<file path="src/rtl/uart_pixel_loader_pkg.sv">
// uart_pixel_loader_pkg: state encoding, byte-lane indices and default frame size
// shared by the image loader and the read/transmit sequencer.
package uart_pixel_loader_pkg;
   typedef enum logic [2:0] {IDLE, RECV, WRITE, CSUM, FIN} state_t;
   localparam logic [1:0] LANE_R = 2'd0;
   localparam logic [1:0] LANE_G = 2'd1;
   localparam logic [1:0] LANE_B = 2'd2;
   localparam int DEFAULT_PIXEL_COUNT = 8192;
   function automatic int lane_lsb(input logic [1:0] lane);
      return lane == LANE_R ? 16 : lane == LANE_G ? 8 : 0;
   endfunction
endpackage

</file>
<file path="src/rtl/uart_pixel_loader_pixel_packer.sv">
// uart_pixel_loader_pixel_packer: packs popped bytes into a {R,G,B} pixel.
// With LOADER_CHECKSUM_EN a running XOR of every packed byte is also kept.
module uart_pixel_loader_pixel_packer
   import uart_pixel_loader_pkg::*;
(
   input  logic        clk,
   input  logic        reset,
   input  logic        clear,
   input  logic        pop,
   input  logic [7:0]  r_data,
   output logic [23:0] pixel,
   output logic        pixel_valid
`ifdef LOADER_CHECKSUM_EN
   ,
   output logic [7:0]  csum
`endif
);
   logic [1:0]  byte_cnt_q, byte_cnt_d;
   logic [23:0] pixel_q, pixel_d;
   always_comb begin
      pixel_d = pixel_q;
      if (pop) pixel_d[lane_lsb(byte_cnt_q) +: 8] = r_data;
      byte_cnt_d = clear ? LANE_R : !pop ? byte_cnt_q : byte_cnt_q == LANE_B ? LANE_R : byte_cnt_q + 2'd1;
   end
   always_ff @(posedge clk or posedge reset) begin
      if (reset) begin
         byte_cnt_q <= LANE_R;
         pixel_q    <= '0;
      end else begin
         byte_cnt_q <= byte_cnt_d;
         pixel_q    <= pixel_d;
      end
   end
   assign pixel       = pixel_q;
   assign pixel_valid = pop && byte_cnt_q == LANE_B;
`ifdef LOADER_CHECKSUM_EN
   logic [7:0] csum_q, csum_d;
   always_comb csum_d = clear ? 8'h00 : pop ? csum_q ^ r_data : csum_q;
   always_ff @(posedge clk or posedge reset) begin
      if (reset) csum_q <= 8'h00;
      else csum_q <= csum_d;
   end
   assign csum = csum_q;
`endif
endmodule

</file>
<file path="src/rtl/uart_pixel_loader.sv">
// uart_pixel_loader: drains the UART RX FIFO, packs 3 bytes per RGB pixel and writes the image RAM.
// Define LOADER_CHECKSUM_EN to verify a trailing XOR checksum byte after the frame.
module uart_pixel_loader
   import uart_pixel_loader_pkg::*;
#(
   parameter int ADDR_BITS   = 13,
   parameter int PIXEL_COUNT = DEFAULT_PIXEL_COUNT
) (
   input  logic                 clk,
   input  logic                 reset,
   input  logic                 start,
   input  logic                 rx_empty,
   input  logic [7:0]           r_data,
   output logic                 rd_uart,
   output logic                 we,
   output logic [ADDR_BITS-1:0] addr,
   output logic [23:0]          wdata,
   output logic                 busy,
   output logic                 done,
   output logic                 csum_err
);
   state_t               state_q, state_d;
   logic [ADDR_BITS-1:0] addr_q, addr_d;
   logic                 we_q, we_d, busy_q, busy_d, done_q, done_d;
   logic                 pixel_valid, last;
   assign last = addr_q == ADDR_BITS'(PIXEL_COUNT - 1);
`ifdef LOADER_CHECKSUM_EN
   logic [7:0] csum;
   logic       csum_err_q, csum_err_d;
   assign rd_uart  = (state_q == RECV || state_q == CSUM) && !rx_empty;
   assign csum_err = csum_err_q;
`else
   assign rd_uart  = state_q == RECV && !rx_empty;
   assign csum_err = 1'b0;
`endif
   uart_pixel_loader_pixel_packer u_packer (
      .clk         (clk),
      .reset       (reset),
      .clear       (state_q == IDLE && start),
      .pop         (rd_uart && state_q == RECV),
      .r_data      (r_data),
      .pixel       (wdata),
      .pixel_valid (pixel_valid)
`ifdef LOADER_CHECKSUM_EN
      ,
      .csum        (csum)
`endif
   );
   always_comb begin
      state_d = state_q;
      addr_d  = addr_q;
      we_d    = 1'b0;
      busy_d  = busy_q;
      done_d  = 1'b0;
`ifdef LOADER_CHECKSUM_EN
      csum_err_d = csum_err_q;
`endif
      case (state_q)
         IDLE: if (start) begin
            state_d = RECV;
            addr_d  = '0;
            busy_d  = 1'b1;
`ifdef LOADER_CHECKSUM_EN
            csum_err_d = 1'b0;
`endif
         end
         RECV: if (pixel_valid) begin
            state_d = WRITE;
            we_d    = 1'b1;
         end
         WRITE: if (last) begin
`ifdef LOADER_CHECKSUM_EN
            state_d = CSUM;
`else
            state_d = FIN;
            done_d  = 1'b1;
            busy_d  = 1'b0;
`endif
         end else begin
            state_d = RECV;
            addr_d  = addr_q + 1'b1;
         end
`ifdef LOADER_CHECKSUM_EN
         CSUM: if (rd_uart) begin
            state_d    = FIN;
            done_d     = 1'b1;
            busy_d     = 1'b0;
            csum_err_d = r_data != csum;
         end
`endif
         default: state_d = IDLE;
      endcase
   end
   always_ff @(posedge clk or posedge reset) begin
      if (reset) begin
         state_q <= IDLE;
         addr_q  <= '0;
         we_q    <= 1'b0;
         busy_q  <= 1'b0;
         done_q  <= 1'b0;
      end else begin
         state_q <= state_d;
         addr_q  <= addr_d;
         we_q    <= we_d;
         busy_q  <= busy_d;
         done_q  <= done_d;
      end
   end
`ifdef LOADER_CHECKSUM_EN
   always_ff @(posedge clk or posedge reset) begin
      if (reset) csum_err_q <= 1'b0;
      else csum_err_q <= csum_err_d;
   end
`endif
   assign addr = addr_q;
   assign we   = we_q;
   assign busy = busy_q;
   assign done = done_q;
endmodule

</file>
<file path="config.mk">
export PLATFORM = sky130hd
export DESIGN_NAME = uart_pixel_loader
export DESIGN_NICKNAME = d
export VERILOG_FILES = /design/src/rtl/uart_pixel_loader_pkg.sv /design/src/rtl/uart_pixel_loader_pixel_packer.sv /design/src/rtl/uart_pixel_loader.sv
export SDC_FILE = /design/constraint.sdc
export NUM_CORES = 1
export LEC_CHECK = 0
export CAP_MARGIN = 40
export CORE_AREA = 2 2 73 75
export DETAILED_ROUTE_END_ITERATION = 10
export DIE_AREA = 0 0 75 77
export GPL_TIMING_DRIVEN = 1
export PLACE_DENSITY = 0.67
export SLEW_MARGIN = 20
export SYNTH_ARGS = -nofsm -noshare
export SYNTH_HDL_FRONTEND = slang
export SYNTH_SLANG_ARGS = --single-unit
</file>
<file path="constraint.sdc">
create_clock -name clk -period 5.7 [get_ports clk]
set_clock_uncertainty 0.1 [all_clocks]
set_input_delay 1.14 -clock clk [delete_from_list [all_inputs] [get_ports clk]]
set_output_delay 1.14 -clock clk [all_outputs]
set_load 0.005 [all_outputs]
</file>
==> impl_metrics.tcl <==
set metrics [dict create \
    startpoint "rx_empty" \
    path_clk_slew_ps 90 \
    setup_tns_ps 0 \
    post_cts_resized 0 \
    core_sq_um 4980 \
    avgViaCountPerCell 5.15 \
    min_from "u_packer.pixel[8]" \
    synth_edf_count 0 \
    synth.area.top_cells "dfrtp_1 58%, mux2_2 14%, nand2_1 2.5%" \
    r2r_slack_ps 3450 \
    cts_hold_buf 0 \
    area_delta_synth_final_pct 36.2 \
    antenna_found_initial 0 \
    num_rows 26 \
    post-dp-hpwl_mm 2.87 \
    tritoncts "built" \
    ys_seq_elements 45 \
    min_period_over_period 0.702 \
    hold_class "reg -> reg" \
    synth_ff_type "dfrtp_1" \
    layout_min_cycle_time_ps 4000 \
    synth_area_per_cell_sq_um 12.3 \
    crit_required_ps 4460 \
    setup_violations 0 \
    yosysTopAreaCellShare 0.584 \
    tightest_slew_ps 545 \
    routed_wl_mm 4.15 \
    port_buffers 52 \
    gp_congestion 0.765 \
    via_count 1473 \
    grt_max_degree 46 \
    dieArea_sq_um 5780 \
    r2r_end "addr[11]" \
    root_buffer "clkbuf_8" \
    netlist_area_sq_um 1930 \
    cts.sinks 45 \
    maxCapViolations 0 \
    p_leak_nw 1.14 \
    fill_cells 462 \
    power.density_nw_per_um2 430 \
    die_w_microns 75 \
    worstSetupEndpointType "output pin" \
    slew_violations 0 \
    drtIter0Drc 49 \
    syn_inst 157 \
    synth_area_leader_cell "dfrtp_1" \
    worstHoldEndpoint "u_packer.pixel[8]" \
    cts_buffer_depth 2 \
    n_antenna_cell 0 \
    yosysUniqueCellTypes 36 \
    grt_pass1_vias 1491 \
    grt_pass1_wl_mm 7.05 \
    crit_type "in -> out" \
    rsz0062_at_grt "no" \
    arrival_ps 2760 \
    cts_buffers 5 \
    drive_gt1_frac 0.176 \
    overflow 0 \
    async_flop_share 1.00 \
    r2r-start "addr[0]" \
    post-cts-setup-buffers 0 \
    worst_slack_ps 1700 \
    htree_levels 2 \
    grtUsageTotal 0.158 \
    fmax_mhz 250 \
    place_ws_ps 1700 \
    top_level_ports 54 \
    final_nets 228 \
    worstSkewPairLatency_ps 300 \
    outcome "completed" \
    hold_viol_final 0 \
    drc_errors 0 \
    initial_core_util 0.387 \
    syn-num-nets 170 \
    synth_warnings 0 \
    relSlewSlack 0.632 \
    die_y_microns 77 \
    startpoint_type "input pin" \
    wl_per_cell_microns 14.5 \
    path_max_fanout 5 \
    ir_drop_uv 251 \
    firstDrtPassIters 4 \
    reg2reg_depth 5 \
    final_antenna_net_count 0 \
    yosysSeqAreaShare 0.584 \
    whs_path_depth 1 \
]
[Yosys cell counts, types with 2 or more instances]
cell type  count
nor2_1         9
a31oi_1        2
xor2_1         2
and4_1         3
a21oi_1        5
nand2_1       13
a211o_1        4
mux2_2        24
dfrtp_1       45
and3_1         6
nand2_2        2
nand3_1        9
nand4_1        2
o21ai_0        4
inv_1          3
nor3_1         4
[cells in the final DEF (no fill, tap or decap), types with 2 or more instances in the layout]
| cell type | instances |
|---|---|
| a21oi_1 | 5 |
| and4_1 | 3 |
| nand3_1 | 9 |
| inv_6 | 2 |
| clkbuf_8 | 5 |
| mux2_2 | 24 |
| dfrtp_1 | 45 |
| clkdlybuf4s50_1 | 52 |
| inv_1 | 2 |
| nor2_1 | 9 |
| nand2_2 | 2 |
| xor2_1 | 2 |
| o21ai_0 | 4 |
| nand2_1 | 13 |
| a31oi_1 | 2 |
| and3_1 | 6 |
| nand4_1 | 2 |
| a211o_1 | 4 |
| nor3_1 | 4 |
[how the worst max path moves through the flow]
stage	to	slack, ps	cells after the start
floorplan	rd_uart	2630	3
global placement	rd_uart	1710	4
detailed placement	rd_uart	1700	4
CTS	rd_uart	1690	4
global route	rd_uart	1640	4
finish	rd_uart	1700	4
[cells by family (layout without fill, tap and decap cells)]
kind of cell / count (synthesis) / in the layout / share of synthesized area
other cells: 1 / 1 / 0.00195
fa+ha+maj: 1 / 1 / 0.00649
xor+xnor: 2 / 2 / 0.00909
compound gates: 24 / 24 / 0.0877
flops: 45 / 45 / 0.584
mux: 24 / 24 / 0.140
simple gates: 54 / 54 / 0.156
buf+inv: 6 / 65 / 0.0143
[final cells by class]
cell class,instances,area [sq um],share of cell area
flip-flops and latches,45,1130,0.429
multi-input cells,106,773,0.295
repair buffers,54,532,0.203
well taps,70,87.6,0.0334
clock buffers,5,68.8,0.0262
clock inverters,3,25.0,0.00954
inverters,3,11.3,0.00429
[sequential cells by signal (all words and copies together) (netlist names)]
signal and cells:
u_packer.pixel 24, u_packer.byte_cnt_q 2, busy 1, addr 13, state_q 3, we 1, done 1
[report_power, final]
| part | switching (W) | total (W) | internal (W) |
|---|---|---|---|
| Clock | 0.000116 | 0.000205 | 0.0000894 |
| Combinational | 0.000138 | 0.000418 | 0.000280 |
| Sequential | 0.0000757 | 0.000503 | 0.000428 |
| Total | 0.000330 | 0.00113 | 0.000797 |
[per-stage QoR]
stage | cells | utilization | instance area, sq um | total power (W) | hold slack (ps)
final | 286 | 0.527 | 2620 | 0.00113 | 412
after detailed placement | 277 | 0.508 | 2530 | 0.000930 | 395
after floorplan | 157 | - | 1930 | 0.000680 | 395
after CTS | 285 | 0.526 | 2620 | 0.00114 | 417
after global placement | 277 | 0.508 | 2530 | 0.000926 | 386
after global routing | 286 | 0.527 | 2620 | 0.00120 | 432
[routing by layer]
layer / vias to the layer above / global-route usage / share of wire
li1: 697 / - / -
met1: 725 / 0.197 / 0.44
met2: 47 / 0.242 / 0.46
met3: 4 / 0.0723 / 0.087
met4: 0 / 0.0464 / 0.0084
met5: - / 0 / 0
[worst max-delay path, stage by stage]
cell and delay [ps]:
clkdlybuf4s50_1 390, or4b_1 590, inv_1 130, clkdlybuf4s50_1 500
Power figures use the tool's default switching activity.
